[src/rtl/gpu_pkg.sv]
// Shared types for the pixel-plane VRAM path: arbiter state and the queued CPU command.
package gpu_pkg;
    localparam int PX_AW = 17;
    localparam int PX_DW = 8;
    localparam int CMD_W = 1 + PX_AW + PX_DW;

    typedef enum logic {S_IDLE, S_RD} state_t;

    typedef struct packed {
        logic              we;
        logic [PX_AW-1:0]  addr;
        logic [PX_DW-1:0]  data;
    } cmd_t;
endpackage

[src/rtl/px_cmd_fifo.sv]
// Synchronous command FIFO with a registered head; storage is plain (distributed) RAM.
module px_cmd_fifo
    import gpu_pkg::*;
#(
    parameter int DEPTH = 16,
    parameter int W     = CMD_W
) (
    input  logic                     clk,
    input  logic                     reset,
    input  logic                     push,
    input  logic [W-1:0]             din,
    input  logic                     pop,
    output logic [W-1:0]             head,
    output logic [$clog2(DEPTH):0]   level,
    output logic                     full,
    output logic                     empty
);
    localparam int PW = $clog2(DEPTH);
    localparam int LW = PW + 1;

    logic [W-1:0]  r_mem [DEPTH];
    logic [PW-1:0] r_wr_ptr;
    logic [PW-1:0] r_rd_ptr;
    logic [LW-1:0] r_level;
    logic [W-1:0]  r_head;

    logic          w_push;
    logic          w_pop;
    logic [PW-1:0] w_rd_nxt;

    assign full     = (r_level == LW'(DEPTH));
    assign empty    = (r_level == '0);
    assign w_push   = push && !full;
    assign w_pop    = pop && !empty;
    assign w_rd_nxt = r_rd_ptr + PW'(w_pop);
    assign head     = r_head;
    assign level    = r_level;

    always_ff @(posedge clk) begin
        if (w_push)
            r_mem[r_wr_ptr] <= din;
    end

    // The head register preloads whichever entry becomes the head after this edge,
    // bypassing the RAM when that entry is the one being written right now.
    always_ff @(posedge clk) begin
        if (reset) begin
            r_wr_ptr <= '0;
            r_rd_ptr <= '0;
            r_level  <= '0;
            r_head   <= '0;
        end else begin
            r_wr_ptr <= r_wr_ptr + PW'(w_push);
            r_rd_ptr <= w_rd_nxt;
            r_level  <= r_level + LW'(w_push) - LW'(w_pop);
            r_head   <= (w_push && (r_wr_ptr == w_rd_nxt)) ? din : r_mem[w_rd_nxt];
        end
    end
endmodule

[src/rtl/px_vram_arbiter.sv]
// VRAM port arbiter: pixel engine owns the port in active video, queued CPU commands run during blank.
module px_vram_arbiter
    import gpu_pkg::*;
#(
    parameter int DEPTH = 16,
    parameter int AW    = 17,
    parameter int DW    = 8
) (
    input  logic                    clkPixel,
    input  logic                    reset,
    input  logic                    blank,
    input  logic                    cpu_valid,
    output logic                    cpu_ready,
    input  logic                    cpu_we,
    input  logic [AW-1:0]           cpu_addr,
    input  logic [DW-1:0]           cpu_data,
    output logic [DW-1:0]           cpu_q,
    output logic                    cpu_rvalid,
    output logic [$clog2(DEPTH):0]  fifo_level,
    input  logic [AW-1:0]           gpu_addr,
    output logic [DW-1:0]           gpu_q,
    output logic [AW-1:0]           ram_addr,
    output logic [DW-1:0]           ram_d,
    output logic                    ram_we,
    input  logic [DW-1:0]           ram_q
);
    localparam int CW = 1 + AW + DW;

    typedef struct packed {
        logic          we;
        logic [AW-1:0] addr;
        logic [DW-1:0] data;
    } px_cmd_t;

    state_t        r_state;
    state_t        w_state_nxt;
    logic [DW-1:0] r_cpu_q;
    logic          r_rvalid;

    px_cmd_t       w_push_cmd;
    px_cmd_t       w_head;
    logic [CW-1:0] w_head_raw;
    logic          w_full;
    logic          w_empty;
    logic          w_pop;
    logic          w_capture;

    assign w_push_cmd = '{we: cpu_we, addr: cpu_addr, data: cpu_data};
    assign w_head     = w_head_raw;

    px_cmd_fifo #(.DEPTH(DEPTH), .W(CW)) u_fifo (
        .clk   (clkPixel),
        .reset (reset),
        .push  (cpu_valid),
        .din   (w_push_cmd),
        .pop   (w_pop),
        .head  (w_head_raw),
        .level (fifo_level),
        .full  (w_full),
        .empty (w_empty)
    );

    assign cpu_ready  = !w_full;
    assign gpu_q      = ram_q;
    assign cpu_q      = r_cpu_q;
    assign cpu_rvalid = r_rvalid;

    // Reset masks the port so nothing queued before the flush reaches the RAM.
    always_comb begin
        w_state_nxt = r_state;
        w_pop       = 1'b0;
        w_capture   = 1'b0;
        ram_addr    = gpu_addr;
        ram_d       = '0;
        ram_we      = 1'b0;
        if (!reset) begin
            case (r_state)
                S_IDLE: begin
                    if (blank && !w_empty) begin
                        w_pop    = 1'b1;
                        ram_addr = w_head.addr;
                        if (w_head.we) begin
                            ram_we = 1'b1;
                            ram_d  = w_head.data;
                        end else begin
                            w_state_nxt = S_RD;
                        end
                    end
                end
                S_RD: begin
                    w_capture   = 1'b1;
                    w_state_nxt = S_IDLE;
                end
                default: w_state_nxt = S_IDLE;
            endcase
        end
    end

    always_ff @(posedge clkPixel) begin
        if (reset) begin
            r_state  <= S_IDLE;
            r_cpu_q  <= '0;
            r_rvalid <= 1'b0;
        end else begin
            r_state  <= w_state_nxt;
            r_rvalid <= w_capture;
            if (w_capture)
                r_cpu_q <= ram_q;
        end
    end
endmodule

[config.mk]
export PLATFORM = sky130hd
export DESIGN_NAME = px_vram_arbiter
export DESIGN_NICKNAME = d
export VERILOG_FILES = /design/src/rtl/gpu_pkg.sv /design/src/rtl/px_cmd_fifo.sv /design/src/rtl/px_vram_arbiter.sv
export SDC_FILE = /design/constraint.sdc
export NUM_CORES = 1
export LEC_CHECK = 0
export ABC_CLOCK_PERIOD_IN_PS = 9800
export CAP_MARGIN = 20
export CORE_UTILIZATION = 45
export CTS_BUF_LIST = sky130_fd_sc_hd__clkbuf_8 sky130_fd_sc_hd__clkbuf_16
export DETAILED_ROUTE_END_ITERATION = 10
export DONT_BUFFER_PORTS = 1
export SLEW_MARGIN = 25
export SYNTH_ARGS = -nofsm -noshare
export SYNTH_HDL_FRONTEND = slang
export SYNTH_SLANG_ARGS = --single-unit
export TNS_END_PERCENT = 10
[constraint.sdc]
create_clock -name clkPixel -period 9.8 [get_ports clkPixel]
set_input_delay 1.47 -clock clkPixel [delete_from_list [all_inputs] [get_ports clkPixel]]
set_output_delay 1.47 -clock clkPixel [all_outputs]
set_load 0.01 [all_outputs]
==> run metrics, run 1 <==
final instance area 20600 µm²; Synth Register Bits around 470; synth warn 0; cell area after synthesis 18000 µm²; RR Endpoint u_fifo.head[24]$_SDFF_PP0_; drt wl/cell 26.7 µm; pre-CTS WS 4.41 ns; Filler cells 3037; Worst Path Max Fanout 53; DR vias/cell between 5 and 6; Critical Path RT a little over 10 ns; synth-to-layout area growth 14.6%; Clock Skews approximately 0.015 ns; num rows 72; Max clock buf depth 3; ys async rst share 0%; Final Critical Period about 4.8 ns; Int Pwr 3.84 mW; highest clock rate 209 MHz; vias in the first global route 8844; post-CTS resize count 0; residual DRC count 0; post-DP HPWL 21600 µm; area of the multi-input gates 4390 µm²; largest net degree at the start of global routing a little under 70; Netlist cell types 38; global-route wire length before repair 59900 µm; via count 8902; CTS H-tree lvls 2; drt pass-1 iters 4; Flop pwr share 46.3%; kind of critical path input port to register; hold crit path type register to register; Routed Antenna Nets 0; Primary FF master, synth edfxtp_1; Starting Density 46.1%; Finish-stage setup viols 0; ranking of synthesized cells by area edfxtp_1, mux4_2, dfxtp_1, nand2_1, nand3_1; hold-fix buffers at CTS 0; Net Switching between 1 and 1.5 mW; run status finished clean; Final WS setup 5.02 ns; Final Slew Violations 0; Post-synth EDFFs 416; 1st-iter DRT viols 684; antenna violations before repair 0; setup tns final 0 ns; GRT overflow 0; RR Startpoint u_fifo.level[2]$_SDFF_PP0_; Hold Fails Final Rpt 0; Ant. Diodes 0; Combinational Power Share around 18%; port bufs 0; Pwr Density 247 nW/µm²; critical path startpoint category input port; r2r worst-path depth 14; WP data arrival about 5.3 ns; Final nets 1031; crit path capture type register; All-Layer GR Usage between 20% and 30%; area share of the largest cell type after synthesis 69.4%; RD Place Congestion just over 0.7; flop-to-flop setup slack roughly 5.1 ns; RSZ-0062 raised after global routing false; share of layout cells above drive strength 1 24.5%; core area 39000 µm²; biggest area consumer among synthesized cells edfxtp_1; worst-margin pin slew 1.06 ns; routed wire length a little over 40000 µm; Syn Area/Cell between 15 and 20 µm²; Setup Fix Bufs, Post-CTS 0; Critical Path Source reset; die width just over 200 µm; Num CTS Buffers 48; leakage power 6.63 nW; VDD IR max 0.128 mV; syn nets between 1000 and 1500; sw frac about a quarter; max-cap violations 0; Gate Count Post-Synth around 940; period utilization 48.8%; Sequential Area 13500 µm²; io pins 104; clock share of power 35.4%; Root Driver clkbuf_16; sequential fraction of the synthesis area about three quarters; Reg clk slew, reported paths 0.06 ns; worst setup path end u_fifo.head[24]$_SDFF_PP0_; Die H 202 µm; CTS tree yes; DP Area roughly 19000 µm²; area of the die 40800 µm²; Slew headroom slightly below 30%; CTS Sinks 465; Skew-Pair Late Insertion Delay 0.57 ns
-- cells in the final DEF, fill, tap and decap left out, types with 4 or more instances in the layout --
master / instances
mux4_2: 104
nand3_1: 57
dfxtp_1: 49
mux2_2: 17
and3_1: 8
edfxtp_1: 416
nor2b_1: 8
ha_1: 8
nor2_1: 17
clkbuf_16: 50
buf_4: 21
buf_16: 10
nor2_4: 9
clkinv_2: 4
bufinv_16: 4
clkbuf_8: 6
inv_1: 23
a32o_1: 26
mux2i_1: 8
clkinv_1: 10
nand2_1: 106
xnor2_1: 5
-- stage by stage --
stage	std cells	total power [mW]	hold WS (ns)	utilization, %
after floorplan	941	3.12	0.458	-
after global placement	1420	3.33	0.550	48.0
after detailed placement	1432	3.34	0.552	48.7
after CTS	1522	5.15	0.562	52.8
after global routing	1523	5.31	0.596	52.9
final	1523	5.10	0.562	52.9
-- area by class of cell --
cell class	count	area share [%]
flip-flops and latches	465	65.3
multi-input cells	406	21.3
clock buffers	56	6.47
well taps	518	3.14
repair buffers	34	2.34
clock inverters	34	1.26
inverters	10	0.182
-- power by group through the flow --
stage          combinational, mW  clock [mW]  sequential [mW]
6_report                   0.933        1.80             2.36
5_1_grt                     1.02        1.92             2.38
4_1_cts                    0.940        1.84             2.37
3_5_place_dp               0.936           0             2.41
3_3_place_gp               0.921           0             2.40
2_1_floorplan              0.754           0             2.36
-- routing by layer --
layer / vias up / track usage, % / wire (µm) / part of all wire [%]
met1: 4726 / 28.4 / 17400 / 43
met4: 0 / 6.01 / 834 / 2.0
li1: 3804 / - / - / -
met3: 58 / 3.84 / 2820 / 6.9
met2: 314 / 33.1 / 19700 / 48
met5: - / 0 / 0 / 0
-- Yosys cell counts, types with 8 or more instances --
library cell and count:
edfxtp_1 416, mux4_2 104, nand2_1 106, nand3_1 57, mux2i_1 8, inv_1 10, and3_1 8, clkbuf_1 29
dfxtp_1 49, a32o_1 26, buf_2 20, nor2b_1 8, nor2_1 26, mux2_2 17, buf_4 8, ha_1 10
-- sequential cells by signal, summed over array words and instances, names as in the netlist --
register,cells
r_state,1
u_fifo.head,26
u_fifo.level,5
u_fifo.r_wr_ptr,4
cpu_q,8
u_fifo.r_rd_ptr,4
cpu_rvalid,1
u_fifo.r_mem,416
-- cell families (layout without fill, tap and decap cells) --
kind of cell	after synthesis	after routing	share of synthesized area, %
flops	465	465	74.9
simple gates	222	222	5.56
mux	129	129	14.5
buf+inv	70	134	1.81
compound gates	32	32	1.72
xor+xnor	12	12	0.709
fa+ha+maj	11	11	0.807
-- critical path, cell delays in order --
cell,delay (ns)
nor2_1,0.16
o211ai_4,0.23
buf_16,0.24
inv_1,0.29
ha_4,0.21
ha_4,0.17
xor2_4,0.13
buf_4,0.64
xnor2_1,0.27
and4b_1,0.77
buf_4,0.42
a32o_1,0.22
-- how the worst min path moves through the flow --
stage | from | to | slack [ns] | depth (start not counted)
after global routing | cpu_q[5]$_SDFFE_PP0P_ | cpu_q[5]$_SDFFE_PP0P_ | 0.60 | 2
after detailed placement | cpu_q[2]$_SDFFE_PP0P_ | cpu_q[2]$_SDFFE_PP0P_ | 0.55 | 2
after global placement | cpu_q[2]$_SDFFE_PP0P_ | cpu_q[2]$_SDFFE_PP0P_ | 0.55 | 2
after floorplan | u_fifo.head[25]$_SDFF_PP0_ | r_state$_SDFF_PP0_ | 0.46 | 1
final | cpu_q[2]$_SDFFE_PP0P_ | cpu_q[2]$_SDFFE_PP0P_ | 0.56 | 2
after CTS | cpu_q[2]$_SDFFE_PP0P_ | cpu_q[2]$_SDFFE_PP0P_ | 0.56 | 2
Power figures use the tool's default switching activity.
==> run 2, diff against run 1 <==
ABC_CLOCK_PERIOD_IN_PS = 5000   (was 9800)
clock period = 5 ns   (was 9.8 ns; I/O delays follow)
==> run metrics, run 2 (synthesized netlist as in run 1, its figures left out) <==
run status finished clean; routed wire length 40000 µm (-1.8%); CTS Sinks 465 (unchanged); Hold WS 0.254 ns (-0.307 ns); max-cap violations 0 (unchanged); VDD IR max 0.282 mV (+120%); worst-margin pin slew 0.906 ns (-0.154 ns); highest clock rate around 270 MHz; port bufs 0 (unchanged); leakage power 6.57 nW (-0.86%); flop-to-flop setup slack 1.24 ns (-3.90 ns); Slew headroom 39.3% (+9.9 points); slowest cell on the critical path and4b_1; Die H 202 µm (unchanged); num rows 72 (unchanged); Critical Path Max Stage Delay 0.79 ns (+0.02 ns); CP bufs+invs 3 (-1); Starting Density 46.1% (unchanged); Reg clk slew, reported paths 0.06 ns (about the same); DR vias/cell 5.82 (-0.50%); Hold Fails Final Rpt 0 (unchanged); Final Critical Period 3.76 ns; Final WS setup 1.24 ns (-3.78 ns); Finish-stage setup viols 0 (unchanged); number of flip-flops in the largest register 416 (unchanged); antenna violations before repair 0 (unchanged); pre-CTS WS 1.18 ns (-3.23 ns); via count 8834 (-0.76%); CTS tree yes; crit-path leading delay family simple AND/OR/NAND/NOR gates; area of the die 40800 µm² (unchanged); critical path startpoint category register; commonest cells after routing, fill and taps aside edfxtp_1, nand2_1, mux4_2, nand3_1; drt wl/cell 26.3 µm (-1.6%); RD Place Congestion 0.732 (+3.1%); Max clock buf depth 3 (unchanged); crit path capture type register; post-layout power 9.99 mW (+96%); hold-fix buffers at CTS 0 (unchanged); Skew-Pair Late Insertion Delay 0.56 ns (about the same); global-route wire length before repair 59700 µm (-0.32%); largest net degree at the start of global routing 106 (+54%); Hold Path Origin reset; setup tns final 0 ns (unchanged); GRT overflow 0 (unchanged); Final Slew Violations 0 (unchanged); 1st-iter DRT viols 725 (+6.0%); period utilization between 70% and 80%; Ant. Diodes 0 (unchanged); Worst Path Max Fanout 25 (-53%); All-Layer GR Usage 20.1% (-0.35 points); kind of critical path register to register; core area 39000 µm² (unchanged); Num CTS Buffers 48 (unchanged); Pwr Density 488 nW/µm² (+97%); post-CTS resize count 0 (unchanged); synth-to-layout area growth 13.9%; post-DP HPWL 21100 µm (-2.3%); Clock Skews 0.0137 ns (-0.00110 ns); CTS H-tree lvls 2 (unchanged); Root Driver clkbuf_16; residual DRC count 0 (unchanged); hold crit path type input port to register; Routed Antenna Nets 0 (unchanged); most frequent CP cell inv_1; Critical Path Source u_fifo.level[3]$_SDFF_PP0_; final core utilization 52.5% (-0.34 points); vias in the first global route 8942 (+1.1%); Largest Register u_fifo.r_mem; share of layout cells above drive strength 1 24.9% (+0.40 points); drt pass-1 iters 5 (+1); worst path cell trace inv_1 > ha_1 > nand3_1 > o211ai_4 > inv_1 > ha_4 > xnor2_1 > and4_1 > and4b_1 > buf_4 > a32o_1; RR Startpoint u_fifo.level[3]$_SDFF_PP0_; Final nets 1027 (-0.39%); io pins 104 (unchanged); commonest non-fill, non-tap cell in the layout edfxtp_1; WP data arrival 4.25 ns (-1.02 ns); Critical Path RT 5.49 ns (-4.80 ns); RSZ-0062 raised after global routing false; die width 202 µm (unchanged); Setup Fix Bufs, Post-CTS 0 (unchanged)
## run 2: cell count changes in the layout (fill, tap and decap cells not counted)
cell	before	now
clkinv_4	2	0
clkinv_8	1	0
clkbuf_16	50	49
clkinv_1	10	3
buf_8	2	1
buf_16	10	3
inv_6	0	3
buf_12	1	4
buf_4	21	22
clkinv_2	4	6
clkbuf_8	6	8
clkinvlp_4	0	4
## run 2: through the flow
step / area, µm² / instances
final: 20500 / 1519
after CTS: 20500 / 1518
after detailed placement: 18900 / 1428
after global routing: 20500 / 1519
after global placement: 18800 / 1423
after floorplan: 18000 / 941
## run 2: layout make-up
| type | count | area, µm² |
|---|---|---|
| Fill cell | 3076 | 18500 |
| Clock buffer | 57 | 1340 |
| Tap cell | 518 | 648 |
| Inverter | 10 | 37.5 |
| Sequential cell | 465 | 13500 |
| Multi-Input combinational cell | 406 | 4390 |
| Timing Repair Buffer | 30 | 343 |
| Clock inverter | 33 | 267 |
## run 2: path summary, 6_finish.rpt
path | end | cells past startpoint
worst max-delay path | u_fifo.head[2]$_SDFF_PP0_ | 11
worst min-delay path | u_fifo.level[1]$_SDFF_PP0_ | 1
worst max register to register | u_fifo.head[2]$_SDFF_PP0_ | 11
worst min register to register | cpu_q[4]$_SDFFE_PP0P_ | 2
## run 2: metal layers
layer | GRT usage (%) | up-vias | wire length (µm)
li1 | - | 3796 | -
met1 | 28.3 | 4697 | 17500
met2 | 32.0 | 291 | 19200
met3 | 4.56 | 50 | 2690
met4 | 4.84 | 0 | 654
met5 | 0 | - | 0
## run 2: where the power goes
group	total [mW]	switching, mW	internal, mW
Clock	3.56	1.45	2.11
Combinational	1.81	0.873	0.932
Sequential	4.63	0.148	4.48
==> run 3, diff against run 2 <==
ABC_CLOCK_PERIOD_IN_PS = 3900   (was 5000)
clock period = 3.9 ns   (was 5 ns; I/O delays follow)
==> run metrics, run 3 (synthesized netlist as in run 1, its figures left out) <==
core area 39000 µm² (unchanged); run status finished clean; WP data arrival 3.52 ns (-0.73 ns); die width 202 µm (unchanged); routed wire length 41300 µm (+3.3%); Skew-Pair Late Insertion Delay 0.57 ns (about the same); VDD IR max 0.314 mV (+11%); Num CTS Buffers 48 (unchanged); Root Driver clkbuf_16; io pins 104 (unchanged); post-layout power 12.9 mW (+29%); Final WS setup 0.836 ns (-0.409 ns); RSZ-0062 raised after global routing false; Post-Layout Cell Count 1530 (+0.72%); pre-CTS WS 0.805 ns (-0.374 ns); crit path capture type register; Largest Register u_fifo.r_mem; Finish-stage setup viols 0 (unchanged); commonest cells after routing, fill and taps aside edfxtp_1, nand2_1, mux4_2, nand3_1, dfxtp_1; Starting Density 46.1% (unchanged); final core utilization 52.9% (+0.36 points); commonest non-fill, non-tap cell in the layout edfxtp_1; num rows 72 (unchanged); post-CTS resize count 0 (unchanged); Reg clk slew, reported paths 0.06 ns (about the same); largest net degree at the start of global routing 53 (-50%); number of flip-flops in the largest register 416 (unchanged); Die H 202 µm (unchanged); Final Critical Period 3.06 ns (-0.691 ns); Critical Path RT 4.36 ns (-1.13 ns); drt wl/cell 27.0 µm (+2.5%); 1st-iter DRT viols 800 (+10%); CTS tree yes; antenna violations before repair 0 (unchanged); Final nets 1039 (+1.2%); max-cap violations 0 (unchanged); Slew headroom 44.7% (+5.3 points); drt pass-1 iters 4 (-1); GRT overflow 0 (unchanged); area of the multi-input gates 4400 µm² (+0.20%); vias in the first global route 8932 (-0.11%); hold-fix buffers at CTS 0 (unchanged); CTS H-tree lvls 2 (unchanged); CTS Sinks 465 (unchanged); leakage power 6.66 nW (+1.3%); share of layout cells above drive strength 1 25.6% (+0.74 points); kind of critical path register to register; Sequential Area 13500 µm² (unchanged); Hold Fails Final Rpt 0 (unchanged); Final Slew Violations 0 (unchanged); hold crit path type input port to register; critical path startpoint category register; Setup Fix Bufs, Post-CTS 0 (unchanged); port bufs 0 (unchanged); post-DP HPWL 22300 µm (+6.0%); All-Layer GR Usage 20.7% (+0.57 points); highest clock rate 326 MHz (+23%); Max clock buf depth 3 (unchanged); Routed Antenna Nets 0 (unchanged); RD Place Congestion 0.761 (+4.0%); Worst Path Max Fanout 37 (+48%); residual DRC count 0 (unchanged); Pwr Density 626 nW/µm² (+28%); via count 8887 (+0.60%); area of the die 40800 µm² (unchanged); DR vias/cell 5.81 (-0.12%); synth-to-layout area growth 14.7%; Filler cells 3055 (-0.68%); global-route wire length before repair 61000 µm (+2.2%); period utilization 78.6% (+3.5 points); cell count after placement 1441 (+0.91%); Clock Skews 0.0119 ns (-0.00183 ns); worst-margin pin slew 0.830 ns (-0.0758 ns)
[run 3: cell count changes in the layout (fill, tap and decap cells not counted), sizes merged]
cell      change
clkinv        +7
inv           -3
buf          +12
diode         +1
clkbuf        -4
bufinv        +2
clkinvlp      -4
[run 3: layout make-up]
| type | instances | area share [%] |
|---|---|---|
| antenna | 1 | 0.0121 |
| tap | 518 | 3.14 |
| clock inverter | 35 | 1.59 |
| clock buffer | 53 | 6.15 |
| sequential | 465 | 65.3 |
| timing repair buffer | 42 | 2.32 |
| multi-input combinational | 406 | 21.3 |
| inverter | 10 | 0.182 |
[run 3: through the flow]
stage / TNS [ns] / hold slack (ns) / area (µm²)
2_1_floorplan: -9.98 / 0.458 / 18000
3_3_place_gp: 0 / 0.547 / 19000
3_5_place_dp: 0 / 0.551 / 19000
4_1_cts: 0 / 0.0535 / 20600
5_1_grt: 0 / 0.0607 / 20600
6_report: 0 / 0.0812 / 20600
[run 3: routing by layer]
| layer | vias to the layer above | share of wire, % | track usage (%) |
|---|---|---|---|
| met5 | - | 0 | 0 |
| met4 | 0 | 1.6 | 5.47 |
| met3 | 45 | 5.5 | 3.27 |
| met2 | 284 | 49 | 33.3 |
| met1 | 4735 | 44 | 29.6 |
| li1 | 3823 | - | - |
[run 3: worst max-delay path, stage by stage, from the launching register on]
cell	delay [ns]
dfxtp_1	0.36
inv_1	0.09
ha_1	0.17
nand3_1	0.12
o211ai_4	0.18
inv_1	0.10
ha_4	0.47
buf_12	0.35
mux4_2	0.56
nand2_1	0.09
nand3_1	0.09
a32o_1	0.31
[run 3: power breakdown]
part	internal (mW)	total, mW	switching, mW
clock	2.73	4.59	1.86
combinational	1.23	2.40	1.16
sequential	5.74	5.94	0.193
[run 3: worst paths after layout]
path                                      to  cells after the start                  startpoint  slack (ns)
setup / recovery   u_fifo.head[8]$_SDFF_PP0_                     11  u_fifo.level[3]$_SDFF_PP0_        0.84
hold / removal    u_fifo.level[1]$_SDFF_PP0_                      1                       reset        0.08
setup reg to reg   u_fifo.head[8]$_SDFF_PP0_                     11  u_fifo.level[3]$_SDFF_PP0_        0.84
hold reg to reg        cpu_q[6]$_SDFFE_PP0P_                      2       cpu_q[6]$_SDFFE_PP0P_        0.55
